--- config.mk ---
export PLATFORM = sky130hd
export DESIGN_NAME = bin_cnt_mon
export DESIGN_NICKNAME = d
export VERILOG_FILES = /design/src/rtl/bin_cnt_pkg.sv /design/src/rtl/bin_cnt_mon_sat_cnt.sv /design/src/rtl/bin_cnt_mon.sv
export SDC_FILE = /design/constraint.sdc
export NUM_CORES = 1
export LEC_CHECK = 0
export ABC_AREA = 0
export CORE_MARGIN = 4
export CORE_UTILIZATION = 46
export DETAILED_ROUTE_END_ITERATION = 12
export HOLD_SLACK_MARGIN = 0.06
export PLACE_DENSITY = 0.74
export SYNTH_ARGS = -nofsm -noshare
export SYNTH_HDL_FRONTEND = slang
export SYNTH_HIERARCHICAL = 1
export SYNTH_SLANG_ARGS = --single-unit
--- constraint.sdc ---
create_clock -name clk -period 2.1 [get_ports clk]
set_input_delay 0.525 -clock clk [delete_from_list [all_inputs] [get_ports clk]]
set_output_delay 0.525 -clock clk [all_outputs]
set_load 0.05 [all_outputs]
--- src/rtl/bin_cnt_pkg.sv ---
// Shared definitions for the binary counter and its monitor.
// Holds the default counter width and the monitor FSM state encoding.
package bin_cnt_pkg;

    localparam int CNT_WIDTH = 4;

    typedef enum logic [1:0] {
        ST_IDLE = 2'd0,
        ST_SYNC = 2'd1,
        ST_LOCK = 2'd2
    } mon_state_t;

endpackage

--- src/rtl/bin_cnt_mon_sat_cnt.sv ---
// Saturating event counter with a sticky saturation flag.
// Ports: clk, rst (async, active-high), inc, value, sat.
module sat_cnt #(
    parameter int W = 4
) (
    input  logic         clk,
    input  logic         rst,
    input  logic         inc,
    output logic [W-1:0] value,
    output logic         sat
);

    localparam logic [W-1:0] ONE = 1;
    localparam logic [W-1:0] MAX = '1;

    logic [W-1:0] nxt;

    assign nxt = value + ONE;

    always_ff @(posedge clk or posedge rst) begin
        if (rst) begin
            value <= '0;
            sat   <= 1'b0;
        end else if (inc && value != MAX) begin
            value <= nxt;
            // Flag goes up on the same edge the count hits max
            if (nxt == MAX)
                sat <= 1'b1;
        end
    end

endmodule

--- src/rtl/bin_cnt_mon.sv ---
// Monitor checking that an upstream counter advances by +1 every clock.
// Ports: clk, rst, counter in; locked, wrap/restart/err pulses, counts out.
module bin_cnt_mon
    import bin_cnt_pkg::*;
#(
    parameter int WIDTH    = CNT_WIDTH,
    parameter int WRAP_W   = 8,
    parameter int ERR_W    = 4,
    parameter int SYNC_LEN = 2
) (
    input  logic              clk,
    input  logic              rst,
    input  logic [WIDTH-1:0]  counter,
    output logic              locked,
    output logic              wrap_pulse,
    output logic [WRAP_W-1:0] wrap_count,
    output logic              restart_pulse,
    output logic              err_pulse,
    output logic [ERR_W-1:0]  err_count,
    output logic              err_sat
);

    localparam logic [WIDTH-1:0]  ONE  = 1;
    localparam logic [WIDTH-1:0]  MAXV = '1;
    localparam logic [WRAP_W-1:0] WONE = 1;
    localparam logic [3:0]        SLEN = 4'(SYNC_LEN);

    mon_state_t       state;
    logic [WIDTH-1:0] prev;
    logic [2:0]       run;
    logic [3:0]       runp1;

    logic good;
    logic wrap;
    logic restart;
    logic err_ev;

    always_comb begin
        good    = (counter == prev + ONE);
        wrap    = good && (prev == MAXV);
        // max->0 is good, so it can never land here
        restart = !good && (counter == '0);
        err_ev  = (state == ST_LOCK) && !good && !restart;
        runp1   = {1'b0, run} + 4'd1;
    end

    always_ff @(posedge clk or posedge rst) begin
        if (rst) begin
            state         <= ST_IDLE;
            prev          <= '0;
            run           <= '0;
            locked        <= 1'b0;
            wrap_pulse    <= 1'b0;
            restart_pulse <= 1'b0;
            err_pulse     <= 1'b0;
            wrap_count    <= '0;
        end else begin
            prev          <= counter;
            wrap_pulse    <= 1'b0;
            restart_pulse <= 1'b0;
            err_pulse     <= 1'b0;
            unique case (state)
                ST_IDLE: begin
                    state <= ST_SYNC;
                    run   <= '0;
                end
                ST_SYNC: begin
                    if (!good) begin
                        run <= '0;
                    end else if (runp1 == SLEN) begin
                        state  <= ST_LOCK;
                        locked <= 1'b1;
                        run    <= '0;
                    end else begin
                        run <= runp1[2:0];
                    end
                end
                ST_LOCK: begin
                    if (wrap) begin
                        wrap_pulse <= 1'b1;
                        wrap_count <= wrap_count + WONE;
                    end else if (good) begin
                        state <= ST_LOCK;
                    end else begin
                        restart_pulse <= restart;
                        err_pulse     <= !restart;
                        state         <= ST_SYNC;
                        run           <= '0;
                        locked        <= 1'b0;
                    end
                end
                default: begin
                    state  <= ST_IDLE;
                    run    <= '0;
                    locked <= 1'b0;
                end
            endcase
        end
    end

    sat_cnt #(
        .W(ERR_W)
    ) u_err_cnt (
        .clk  (clk),
        .rst  (rst),
        .inc  (err_ev),
        .value(err_count),
        .sat  (err_sat)
    );

endmodule
# Word level (Yosys, flattened, before mapping)
# Cells that the tools add are included.
# totals
ff_bits	26
wordCells	63
# classes
n_addsub	4
n_eq_ne	11
mux	23
bitwise	1
reduce_logical	14
# op_table
operator	n
1-bit two-way mux	12
3-bit two-way mux	4
4-bit by 1-bit adder with 4-bit output (second input constant)	2
8-bit by 1-bit adder with 8-bit output (second input constant)	1
4-bit equality test (second input constant)	2
2-bit two-way mux	4
2-bit != test (second input constant)	4
2-bit one-hot mux with 3 select lines	1
3-bit one-hot mux with 2 select lines	1
2-bit AND reduction	3
1-bit logical AND	5
5-bit AND reduction	1
3-bit by 1-bit adder with 4-bit output (second input constant)	1
4-bit by 2-bit equality test with 1-bit output (second input constant)	1
4-bit equality test	1
4-bit zero test	1
4-bit != test (second input constant)	1
1-bit one-hot mux with 3 select lines	1
3-bit AND reduction	1
2-bit by 1-bit equality test with 1-bit output (second input constant)	1
2-bit equality test (second input constant)	1
1-bit zero test	2
2-bit zero test	1
1-bit NOT	1

# Depth between registers and ports, before layout
# Gate-level depths: netlist of the first run.
# logic_depth
ltp_word	8
depth_mapped	8

# Hierarchy
# Netlist of the first run, hierarchy kept.
# modules_own_cells
mod	instances	cells_per_inst	area_each_um2
bin_cnt_mon	1	89	1001.0
sat_cnt	1	27	271.5

# Least setup slack after synthesis of the first run
# Ideal clock, no wire load.
# synth_path
path_kind	reg-to-reg
from	reg prev[0]
to	reg u_err_cnt.value[3]
setup_ns	0.146
arrival_time_ns	2.102
required_ns	1.954
slack_ns	-0.147
stages_incl_launch_ff	9
synth_period_minus_slack_ns	2.247
cell_sequence	dfrtp_1 > ha_1 > xnor3_1 > nand3_2 > nor2_1 > nor4_1 > nand4_1 > nor2_1 > mux2i_1
# synth_between
elab_chain_len	7
elab_cells_between_ends	8
classes_between	add/sub (1); eq/ne (1); reduce/logical (6)
# synth_lines
item	line_no	text
from (decl)	bin_cnt_mon.sv:29	logic [WIDTH-1:0] prev;
from (signal assigned)	bin_cnt_mon.sv:58	prev <= counter;
4-bit by 1-bit adder with 4-bit output *	bin_cnt_mon.sv:39	good = (counter == prev + ONE);
4-bit equality test *	bin_cnt_mon.sv:39	
1-bit zero test *	--	
1-bit logical AND	bin_cnt_mon.sv:42	restart = !good && (counter == '0);
1-bit zero test	bin_cnt_mon.sv:43	err_ev = (state == ST_LOCK) && !good && !restart;
1-bit logical AND *	bin_cnt_mon.sv:43	
via err_ev	bin_cnt_mon.sv:36	logic err_ev;
1-bit logical AND *	bin_cnt_mon_sat_cnt.sv:24	end else if (inc && value != MAX) begin
to (signal assigned)	bin_cnt_mon_sat_cnt.sv:25	value <= nxt;
to (decl)	bin_cnt_mon_sat_cnt.sv:9	output logic [W-1:0] value,
# Mark *: on every way through the listed nets, which the timed path passes. The rest lies on a longest branch.
# A chain may end at the register's enable or synchronous reset.

# Final worst setup path of the first run
# layout_path
from	reg wrap_pulse
to	out wrap_pulse
# layout_rtl
item	line_no	text
from (decl)	bin_cnt_mon.sv:15	output logic wrap_pulse,
from (signal assigned)	bin_cnt_mon.sv:53	wrap_pulse <= 1'b0;
from (signal assigned)	bin_cnt_mon.sv:59	wrap_pulse <= 1'b0;
from (signal assigned)	bin_cnt_mon.sv:80	wrap_pulse <= 1'b1;
# No word-level cell between the ends.

==> results of run 1 <==
registers in the layout, summed over array words and instances (netlist names):
signal,cells
u_err_cnt/value,4
state,2
locked,1
prev,4
wrap_count,8
restart_pulse,1
u_err_cnt/sat,1
wrap_pulse,1
err_pulse,1
run,3
power breakdown:
part	total [mW]	internal (mW)	switching [mW]
clock network	0.204	0.0671	0.136
logic	0.141	0.0648	0.0766
registers	0.528	0.515	0.0132
synth_stat cells (2+ instances only):
cell     count
nor2_1       8
nand2_1     10
nand3_1      4
a21oi_1      8
xnor2_1      8
nor3_2       2
inv_1        5
dfrtp_1     26
xor2_1       4
nor4_1       3
ha_1         6
a31oi_1      4
nor2b_1      3
nand4_1      4
worst register-to-register path: cells and delay by family (launching register included):
kind          cells  cell delay, ns
xor+xnor          2            0.33
fa+ha+maj         1            0.31
flops             1            0.43
simple gates      3            0.79
area by class of cell:
type / count / area, um2 / share of cell area
Multi-Input combinational cell: 83 / 594 / 0.351
Timing Repair Buffer: 41 / 372 / 0.219
Sequential cell: 26 / 651 / 0.384
Clock buffer: 3 / 22.5 / 0.0133
Inverter: 5 / 18.8 / 0.0111
Tap cell: 30 / 37.5 / 0.0221
worst max path at each step:
stage | depth (start not counted) | slack (ns) | endpoint | from
final | 1 | 0.12 | wrap_pulse | wrap_pulse$_DFF_PP0_
after global routing | 6 | 0.05 | wrap_count[7]$_DFFE_PP0P_ | prev[0]$_DFF_PP0_
after CTS | 6 | -0.001 | wrap_count[7]$_DFFE_PP0P_ | prev[0]$_DFF_PP0_
after detailed placement | 9 | -0.36 | u_err_cnt/value[3]$_DFFE_PP0P_ | counter[2]
after global placement | 9 | -0.26 | u_err_cnt/value[3]$_DFFE_PP0P_ | counter[2]
after floorplan | 6 | 0.06 | wrap_count[7]$_DFFE_PP0P_ | counter[2]
layer usage:
layer	GRT usage	vias to the layer above	share of wire
met4	0.0557	0	0.014
met1	0.172	483	0.42
met3	0.0277	5	0.043
met2	0.289	25	0.53
met5	0	-	0
li1	-	493	-
cell families (layout without fill, tap and decap cells):
logic type / after synthesis / after routing / synth area share
simple gates: 44 / 44 / 0.194
fa+ha+maj: 6 / 6 / 0.0590
buf+inv: 7 / 49 / 0.0265
flops: 26 / 26 / 0.511
compound gates: 17 / 17 / 0.0796
xor+xnor: 14 / 14 / 0.113
mux: 2 / 2 / 0.0167
what timing repair did:
item / 4_1_cts / 5_1_grt
pin swaps: 1 / 6
setup buffers: 1 / 3
hold buffers: 0 / 0
setup endpoints to repair: 2 / 10
resized for setup: 1 / 7
cloned: 0 / 0
stage by stage:
step | cells | utilization | hold WS (ns)
3_5_place_dp | 181 | 0.629 | 0.497
4_1_cts | 185 | 0.645 | 0.424
2_1_floorplan | 116 | - | 0.304
5_1_grt | 188 | 0.660 | 0.374
6_report | 188 | 0.660 | 0.394
3_3_place_gp | 181 | 0.629 | 0.473
==> flow_metrics.env, run 1 <==
export IMPL_status="finished clean"
export IMPL_critPathMaxFanout=1
export IMPL_cts_clk_slew_worst_paths_ns=0.13
export IMPL_gr_usage_all_layers=0.154
export IMPL_wl_per_cell_um=13.5
export IMPL_antenna_found_initial=0
export IMPL_final_nets=172
export IMPL_cts_root_buf="clkbuf_4"
export IMPL_antennaDiodeCount=0
export IMPL_layout_common_cells="dfrtp_1 (26), buf_4 (26), nand2_1 (10)"
export IMPL_cpPeakStageDelay_ns=0.80
export IMPL_yosysWarnings=6
export IMPL_worst_r2r_setup_slack_ns=0.14
export IMPL_io_pins=23
export IMPL_num_fill_cells=220
export IMPL_core_area_um2=2570
export IMPL_clock_skew_ns=0.00105
export IMPL_fin_crit_sh=0.945
export IMPL_hold_path_depth=1
export IMPL_hold_class="primary input to flop"
export IMPL_cp_start_kind="flop"
export IMPL_die_y_um=60.6
export IMPL_final_setup_tns_ns=0
export IMPL_critPathBufInv=1
export IMPL_setup_violations_final=0
export IMPL_tightest_slew_ns=0.507
export IMPL_drtIter0Drc=17
export IMPL_syn_to_final_growth_pct=33.2
export IMPL_ant_nets=0
export IMPL_maxCapViolCount=0
export IMPL_placed_cell_area_um2=1610
export IMPL_via_count=1006
export IMPL_r2r_start="prev[0]$_DFF_PP0_"
export IMPL_fin_area_um2=1700
export IMPL_grt_pass1_vias=1021
export IMPL_cp_arrival_ns=1.46
export IMPL_endpoint_kind="output pin"
export IMPL_fin_ws_ns=0.116
export IMPL_port_buffer_count=22
export IMPL_leakagePower_nw=0.886
export IMPL_synthFlopType="dfrtp_1"
export IMPL_relSlewSlack=0.662
export IMPL_place_ws_ns=-0.360
export IMPL_max_freq_mhz=504
export IMPL_yosys_area_top_type="dfrtp_1"
export IMPL_grt_max_degree=22
export IMPL_dieArea_um2=3670
export IMPL_hold_viol=0
export IMPL_syn_avg_cell_area_um2=11.0
export IMPL_setup_worst_path_class="flop to output pin"
export IMPL_critical_path_top_delay_family="buffers and inverters"
export IMPL_routed_via_density=5.35
export IMPL_initial_core_util=0.496
export IMPL_final_max_slew_viol_count=0
export IMPL_clockBufferDepth=2
export IMPL_synthesis_area_um2=1270
export IMPL_cts_htree_levels=1
export IMPL_vdd_drop_max_v=0.000401
export IMPL_clk_latency_ns=0.31
export IMPL_drive_gt1_frac=0.241
export IMPL_seq_area_frac_synth=0.511
export IMPL_total_power_mw=0.873
export IMPL_drt_pre_antenna_iters=4
export IMPL_slowest_stage="clkdlybuf4s50_1"
export IMPL_drc=0
export IMPL_async_flop_share=1.00
export IMPL_ys_seq_elements=26
export IMPL_finalCriticalPeriod_ns=1.98
export IMPL_drt_total_wl_um=2540
export IMPL_worstPathCellList="clkdlybuf4s50_1"
export IMPL_cts_buffers_inserted=3
export IMPL_syn_inst=116
export IMPL_synth_area_top_cells="dfrtp_1 (51%), ha_1 (5.9%), xnor2_1 (5.5%), a21oi_1 (3.1%), nand2_1 (2.9%)"
export IMPL_rows=18
export IMPL_synthDominantCellAreaShare=0.511
export IMPL_synth_edff_count=0
export IMPL_grt_ovfl_total=0
export IMPL_clock_sinks=26
export IMPL_reg2regPathDepth=6
export IMPL_reg2reg_to="wrap_count[7]$_DFFE_PP0P_"
export IMPL_hp_start="counter[3]"
export IMPL_place_hpwl_um=1940
export IMPL_grt_pass1_wl_um=4280
export IMPL_syn_nets=128
export IMPL_rsz0062_at_grt="no"
export IMPL_gp_congestion=0.731
export IMPL_holdPathEnd="prev[3]$_DFF_PP0_"
export IMPL_cts_tree="yes"
export IMPL_dieWidth_um=60.6
export IMPL_synth_distinct_cells=35
export IMPL_p_per_area_nw_per_um2=515
export IMPL_required_ns=1.57
Power figures use the tool's default switching activity.
==> run 2, diff against run 1 <==
- CORE_MARGIN: 4 -> not set
- SLEW_MARGIN: not set -> 15
==> flow_metrics.env, run 2 (synthesized netlist as in run 1, its figures left out) <==
export IMPL_rows=18
export IMPL_p_sw_frac=0.258
export IMPL_cts_root_buf="clkbuf_4"
export IMPL_gp_congestion=0.799
export IMPL_drc=0
export IMPL_endpoint_kind="flop"
export IMPL_fin_area_um2=1660
export IMPL_drt_total_wl_um=2340
export IMPL_cts_clk_slew_worst_paths_ns=0.13
export IMPL_final_nets=168
export IMPL_antennaDiodeCount=0
export IMPL_place_hpwl_um=1820
export IMPL_p_per_area_nw_per_um2=525
export IMPL_io_pins=23
export IMPL_largest_reg_flops=8
export IMPL_holdBufCountCts=0
export IMPL_wl_per_cell_um=12.7
export IMPL_dieWidth_um=54.6
export IMPL_rsz0062_at_grt="no"
export IMPL_antenna_found_initial=0
export IMPL_fin_crit_sh=0.968
export IMPL_vdd_drop_max_v=0.000396
export IMPL_num_fill_cells=206
export IMPL_drive_gt1_frac=0.208
export IMPL_cp_arrival_ns=2.24
export IMPL_clock_sinks=26
export IMPL_cts_buffers_inserted=3
export IMPL_multi_input_area_um2=594
export IMPL_status="finished clean"
export IMPL_routed_via_density=5.30
export IMPL_critPathMaxFanout=3
export IMPL_cts_tree="yes"
export IMPL_clock_power_share=0.231
export IMPL_reg2regPathDepth=6
export IMPL_grt_pass1_vias=858
export IMPL_combPwrFrac=0.161
export IMPL_switchingPower_mw=0.224
export IMPL_max_freq_mhz=492
export IMPL_dieArea_um2=2980
export IMPL_worst_r2r_setup_slack_ns=0.14
export IMPL_post_cts_setup_buffer_count=0
export IMPL_clk_latency_ns=0.31
export IMPL_reg2reg_to="wrap_count[7]$_DFFE_PP0P_"
export IMPL_via_count=976
export IMPL_intPower_mw=0.645
export IMPL_clockBufferDepth=2
export IMPL_maxCapViolCount=0
export IMPL_final_max_slew_viol_count=0
export IMPL_register_area_um2=651
export IMPL_relSlewSlack=0.657
export IMPL_drtIter0Drc=24
export IMPL_placed_cell_area_um2=1620
export IMPL_tightest_slew_ns=0.513
export IMPL_required_ns=2.31
export IMPL_syn_to_final_growth_pct=30.1
export IMPL_drt_pre_antenna_iters=4
export IMPL_setup_worst_path_class="primary input to flop"
export IMPL_largest_register="wrap_count"
export IMPL_cp_start_kind="primary input"
export IMPL_total_power_mw=0.869
export IMPL_leakagePower_nw=0.862
export IMPL_port_buffer_count=22
export IMPL_seq_power_share=0.608
export IMPL_grt_max_degree=22
export IMPL_core_area_um2=2540
export IMPL_grt_ovfl_total=0
export IMPL_layout_common_cells="dfrtp_1 (26), buf_4 (21), nand2_1 (10), clkdlybuf4s50_1 (9)"
export IMPL_hold_viol=0
export IMPL_cts_htree_levels=1
export IMPL_mostFrequentLayoutCell="dfrtp_1"
export IMPL_die_y_um=54.6
export IMPL_finalCriticalPeriod_ns=2.03
export IMPL_clock_skew_ns=0.00343
export IMPL_setup_violations_final=0
export IMPL_gr_usage_all_layers=0.178
export IMPL_ant_nets=0
export IMPL_grt_pass1_wl_um=3720
export IMPL_hold_class="primary input to asynchronous set/reset pin"
export IMPL_largestRegisters="wrap_count: 8 flops, prev: 4 flops, u_err_cnt/value: 4 flops"
export IMPL_initial_core_util=0.500
export IMPL_r2r_start="prev[0]$_DFF_PP0_"
==> run 2: changes by cell type in the layout (fill, tap and decap cells not counted) <==
cell,before,now
buf_4,26,21
clkdlybuf4s50_1,6,9
buf_12,1,0
dlymetal6s2s_1,7,6
==> run 2: worst max-delay path, stage by stage <==
cell,delay [ns]
clkdlybuf4s50_1,0.42
xnor3_1,0.38
nand3_2,0.09
or2_1,0.25
or4_4,0.43
xnor2_2,0.14
==> run 2: layer usage <==
metal  global-route usage  vias to the layer above  routed length (um)
met5                    0                        -                   0
met4               0.0641                        0                  10
met3               0.0278                        2                  99
met2                0.287                       29                1090
met1                0.241                      457                1140
li1                     -                      488                   -
==> run 2: how the worst max path moves through the flow <==
stage	startpoint	endpoint	slack [ns]	cells past startpoint
global route	locked$_DFFE_PP0P_	locked	0.02	1
global placement	counter[2]	wrap_count[7]$_DFFE_PP0P_	-0.26	6
detailed placement	counter[2]	wrap_count[7]$_DFFE_PP0P_	-0.26	6
floorplan	counter[2]	wrap_count[7]$_DFFE_PP0P_	0.06	6
CTS	wrap_count[1]$_DFFE_PP0P_	wrap_count[1]	0.0004	1
finish	counter[2]	wrap_count[7]$_DFFE_PP0P_	0.07	6
==> run 2: power by group through the flow <==
stage	clock network, mW	logic [mW]	registers (mW)
6_report	0.201	0.140	0.528
3_5_place_dp	0	0.142	0.538
5_1_grt	0.227	0.152	0.530
3_3_place_gp	0	0.139	0.537
4_1_cts	0.213	0.142	0.529
2_1_floorplan	0	0.0557	0.566
==> run 2: cell type report <==
cell class / instances / area share
timing repair buffer: 37 / 0.200
inverter: 5 / 0.0113
clock buffer: 3 / 0.0136
sequential: 26 / 0.393
tap: 30 / 0.0227
multi-input combinational: 83 / 0.359
==> run 2: through the flow <==
stage | worst slack [ns] | instances | hold slack, ns | TNS, ns | util
after floorplan | 0.0643 | 116 | 0.304 | 0 | -
after CTS | 0.000434 | 184 | 0.418 | 0 | 0.645
final | 0.0674 | 184 | 0.424 | 0 | 0.650
after detailed placement | -0.265 | 181 | 0.499 | -2.63 | 0.636
after global routing | 0.0201 | 184 | 0.435 | 0 | 0.650
after global placement | -0.260 | 181 | 0.488 | -2.32 | 0.636
==> run 2: repair_timing <==
action	CTS	global route
resized for setup	1	6
cloned	0	0
pin swaps	0	1
setup endpoints to repair	1	8
==> run 3, diff against run 2 <==
- CTS_CLUSTER_SIZE: not set -> 10
- TNS_END_PERCENT: not set -> 1
==> flow_metrics.env, run 3 (synthesized netlist as in run 1, its figures left out) <==
export IMPL_slowest_stage="clkdlybuf4s50_1"
export IMPL_worstPathCellList="clkdlybuf4s50_1 > buf_4 > nor4_1 > buf_4 > nor4_2 > buf_4 > buf_4 > a31oi_1 > nor3_2"
export IMPL_critPathBufInv=5
export IMPL_critPathMaxFanout=4
export IMPL_endpoint_kind="flop"
export IMPL_ant_nets=0
export IMPL_cts_htree_levels=1
export IMPL_r2r_start="prev[0]$_DFF_PP0_"
export IMPL_max_freq_mhz=499
export IMPL_layout_common_cells="dfrtp_1 (26), buf_4 (26), nand2_1 (10), xnor2_1 (8), a21oi_1 (8)"
export IMPL_drt_total_wl_um=2540
export IMPL_hold_class="primary input to asynchronous set/reset pin"
export IMPL_cts_root_buf="clkbuf_4"
export IMPL_total_power_mw=0.921
export IMPL_dieWidth_um=54.6
export IMPL_via_count=998
export IMPL_antennaDiodeCount=0
export IMPL_place_ws_ns=-0.329
export IMPL_largest_register="wrap_count"
export IMPL_finalCriticalPeriod_ns=2.00
export IMPL_cts_tree="yes"
export IMPL_register_area_um2=651
export IMPL_final_max_slew_viol_count=0
export IMPL_grt_max_degree=22
export IMPL_cts_clk_slew_worst_paths_ns=0.13
export IMPL_dp_cells=182
export IMPL_cp_arrival_ns=2.21
export IMPL_instances_no_fill=188
export IMPL_clockBufferDepth=2
export IMPL_rsz0062_at_grt="no"
export IMPL_drc=0
export IMPL_cp_start_kind="primary input"
export IMPL_largestRegisters="wrap_count: 8 flops, prev: 4 flops, u_err_cnt/value: 4 flops"
export IMPL_critical_path_top_delay_family="buffers and inverters"
export IMPL_setup_violations_final=0
export IMPL_place_hpwl_um=1940
export IMPL_routed_via_density=5.31
export IMPL_relSlewSlack=0.666
export IMPL_rows=18
export IMPL_final_setup_tns_ns=0
export IMPL_cpPeakStageDelay_ns=0.44
export IMPL_setup_worst_path_class="primary input to flop"
export IMPL_clock_skew_ns=0.00619
export IMPL_gr_usage_all_layers=0.196
export IMPL_core_area_um2=2540
export IMPL_fin_ws_ns=0.0969
export IMPL_antenna_found_initial=0
export IMPL_placed_cell_area_um2=1620
export IMPL_status="finished clean"
export IMPL_grt_pass1_wl_um=4130
export IMPL_reg2regPathDepth=10
export IMPL_drt_pre_antenna_iters=4
export IMPL_port_buffer_count=22
export IMPL_hold_viol=0
export IMPL_clock_sinks=26
export IMPL_drtIter0Drc=12
export IMPL_drive_gt1_frac=0.247
export IMPL_holdBufCountCts=0
export IMPL_fin_area_um2=1690
export IMPL_vdd_drop_max_v=0.000391
export IMPL_syn_to_final_growth_pct=32.4
export IMPL_num_fill_cells=203
export IMPL_multi_input_area_um2=597
export IMPL_cts_buffers_inserted=3
export IMPL_wl_per_cell_um=13.5
export IMPL_reg2reg_to="u_err_cnt/sat$_DFFE_PP0P_"
export IMPL_crit_top_cell="buf_4"
export IMPL_initial_core_util=0.500
export IMPL_final_nets=171
export IMPL_maxCapViolCount=0
export IMPL_largest_reg_flops=8
export IMPL_leakagePower_nw=0.865
export IMPL_grt_ovfl_total=0
export IMPL_fin_crit_sh=0.954
export IMPL_required_ns=2.30
export IMPL_tightest_slew_ns=0.500
export IMPL_io_pins=23
export IMPL_gp_congestion=0.826
export IMPL_grt_pass1_vias=946
export IMPL_p_per_area_nw_per_um2=546
export IMPL_worst_r2r_setup_slack_ns=0.1
export IMPL_die_y_um=54.6
export IMPL_dieArea_um2=2980
export IMPL_clk_latency_ns=0.31
[run 3: worst register-to-register path: cells and delay by family (launching register included)]
family | cells | cell delay (ns)
buffers and inverters | 3 | 0.44
AOI/OAI and AO/OA | 1 | 0.20
adders and majority gates | 1 | 0.31
DFF | 1 | 0.42
and+or+nand+nor | 4 | 0.33
xor gates and xnor gates | 1 | 0.19
[run 3: what timing repair did]
action                     CTS  global route
setup endpoints to repair    4             5
pin swaps                    5             0
setup buffers                2             0
gates resized for setup      3             5
[run 3: worst max-delay path by stage]
stage | from | to | slack, ns | cells past startpoint
floorplan | prev[0]$_DFF_PP0_ | wrap_count[7]$_DFFE_PP0P_ | -0.11 | 7
CTS | wrap_count[4]$_DFFE_PP0P_ | wrap_count[4] | 0.002 | 1
detailed placement | counter[3] | wrap_count[7]$_DFFE_PP0P_ | -0.33 | 6
finish | counter[1] | u_err_cnt/sat$_DFFE_PP0P_ | 0.1 | 9
global route | counter[3] | state[0]$_DFFE_PP0P_ | 0.006 | 8
global placement | counter[3] | wrap_count[7]$_DFFE_PP0P_ | -0.29 | 6
[run 3: layout make-up]
class,instances,area share
sequential,26,0.386
multi-input combinational,83,0.354
inverter,5,0.0111
tap,30,0.0223
clock buffer,4,0.0215
timing repair buffer,40,0.205
[run 3: power breakdown]
group / switching (mW) / total, mW / internal [mW]
combinational: 0.0782 / 0.144 / 0.0657
clock: 0.143 / 0.249 / 0.106
sequential: 0.0132 / 0.528 / 0.515
total: 0.234 / 0.921 / 0.687
[run 3: stage by stage]
stage	utilization	hold slack, ns
after floorplan	-	0.304
after global placement	0.637	0.491
after detailed placement	0.637	0.486
after CTS	0.657	0.434
after global routing	0.662	0.455
final	0.662	0.438
[run 3: metal layers]
metal | global-route usage | routed length [um] | up-vias
li1 | - | - | 491
met1 | 0.233 | 1130 | 485
met2 | 0.351 | 1310 | 20
met3 | 0.0500 | 85 | 2
met4 | 0.0385 | 8 | 0
met5 | 0 | 0 | -
==> RTL edit (config.mk and constraints of run 3) <==
Re-encode `mon_state_t` (3 states) as one-hot, 3 bits wide.
--- a/src/rtl/bin_cnt_pkg.sv
+++ b/src/rtl/bin_cnt_pkg.sv
@@ -4,10 +4,10 @@
 
     localparam int CNT_WIDTH = 4;
 
-    typedef enum logic [1:0] {
-        ST_IDLE = 2'd0,
-        ST_SYNC = 2'd1,
-        ST_LOCK = 2'd2
+    typedef enum logic [2:0] {
+        ST_IDLE = 3'b001,
+        ST_SYNC = 3'b010,
+        ST_LOCK = 3'b100
     } mon_state_t;
 
 endpackage
Formal check against the unedited RTL: no difference found for any inputs over 10 cycles, from zero or initial values and one cycle with rst high; not proved beyond that.
==> RTL edit against run 3 <==
  * Setup slack got worse by 0.017 ns
  * Count of clock-buffer cells in the layout shrank 1
  * First-iteration DRC count decreased by 17%
  * Core utilization fell by 3.3 points
  * Critical path depth fell by 8
  * Routed wire length decreased by 2.0%
  * Synthesized cell count increased by 3.4%
  * Sequential cell count rose by 1
  * Synthesized area rose by 4.8%
  * Via count up 0.20%
  * Final area increased by 2.9%
  * Largest cell class unchanged
Power is not compared: it rests on default switching activity, and its combinational part moved more than twofold at a synthesized area within 25%.
==> RTL edit: results (changes against run 3) <==
- The total routing resource utilization after global routing is 0.1757 (-0.02007).
- The worst clock skew on the final layout was 0.005444 ns (-0.0007454 ns).
- The buffers inserted during post-CTS setup optimization is 0 (-2).
- The wire length on met1 came to 1169 µm (+3.3%).
- The number of global-route vias before repair was 981 (+3.7%).
- The placed wire-length estimate after detailed placement is 1929 µm (-0.54%).
- The wire length after detailed routing was 2488 µm (-2.0%).
- The routing usage on met1 was 0.2275 (-0.005735).
- The met2 track utilization from global routing is 0.2892 (-0.06225).
- The area of placed instances is 1689 µm² (+4.2%).
- The critical path arrival is 1.49 ns (-0.72 ns).
- The flow ran to the end, and the final reports show no timing, DRC or antenna violations.
- The maximum cell stage delay along the critical path came to 0.80 ns (+0.36 ns).
- The sum of met3 wire segment lengths after detailed routing is 65 µm (-24%).
- The post-cts repair resize count was 6 (+3).
- The routability congestion estimate from global placement is 0.7500 (-9.2%).
- The met2 layer wire length in the routed design is 1207 µm (-7.9%).
- The clock latency reported for the late side of the worst-skew pair is 0.33 ns (+0.02 ns).
- The first-pass GRT wire length is 4264 µm (+3.2%).
- The average vias per placed instance is 5.291 (-0.33%).
- The clock-pin transition on the worst setup and hold timing paths was 0.15 ns (+0.02 ns).
- The pre-CTS setup slack was -0.3943 ns (-0.06513 ns).
- The fraction of final layout cells with drive strength greater than 1 was 0.2342 (-0.01266).
- The pin count of the biggest net entering global routing is 23 (+4.5%).
- The count of different cell masters after synthesis was 34 (-2.9%).
-- RTL edit: changes by cell type in the layout (fill, tap and decap cells not counted), moves of 3 or more --
cell | before | now
sky130_fd_sc_hd__buf_4 | 26 | 19
sky130_fd_sc_hd__nand2_1 | 10 | 5
sky130_fd_sc_hd__dlygate4sd2_1 | 2 | 6
sky130_fd_sc_hd__dlymetal6s2s_1 | 5 | 2
sky130_fd_sc_hd__nor2_1 | 7 | 11
-- RTL edit: worst paths after layout --
kind                                    start                  to  slack, ns  depth (start not counted)
worst max-delay path                   locked              locked       0.08                          1
worst min-delay path                      rst       u_err_cnt/sat       0.40                          2
worst max register to register        prev[0]  u_err_cnt/value[3]       0.17                          9
worst min register to register  wrap_count[7]       wrap_count[7]       0.48                          1
max in group asynchronous                 rst            state[0]       1.29                          3
min in group clk                   counter[2]             prev[2]       0.45                          2
-- RTL edit: kinds of logic (layout without fill, tap and decap cells) --
logic type	count (synthesis)	after routing	share of synthesized area
compound gates	19	19	0.08817
buf+inv	7	45	0.01970
flops	27	27	0.5075
simple gates	44	44	0.1998
xor+xnor	15	15	0.1126
fa+ha+maj	6	6	0.05628
mux	2	2	0.01595
-- RTL edit: worst register-to-register path, delay by kind of cell, from the launching register on --
family	cells	cell delay [ns]
XOR/XNOR	1	0.33
adder cells (fa/ha/maj)	1	0.21
flip-flops	1	0.43
multiplexers	1	0.12
AND/OR/NAND/NOR	6	0.77
-- RTL edit: final cells by class --
type,count,area (µm²),area share
multi-input cells,86,665.6,0.3838
inverters,6,22.52,0.01299
clock inverters,1,7.507,0.004329
flip-flops and latches,27,676.9,0.3903
clock buffers,3,22.52,0.01299
repair buffers,35,300.3,0.1732
well taps,31,38.79,0.02237
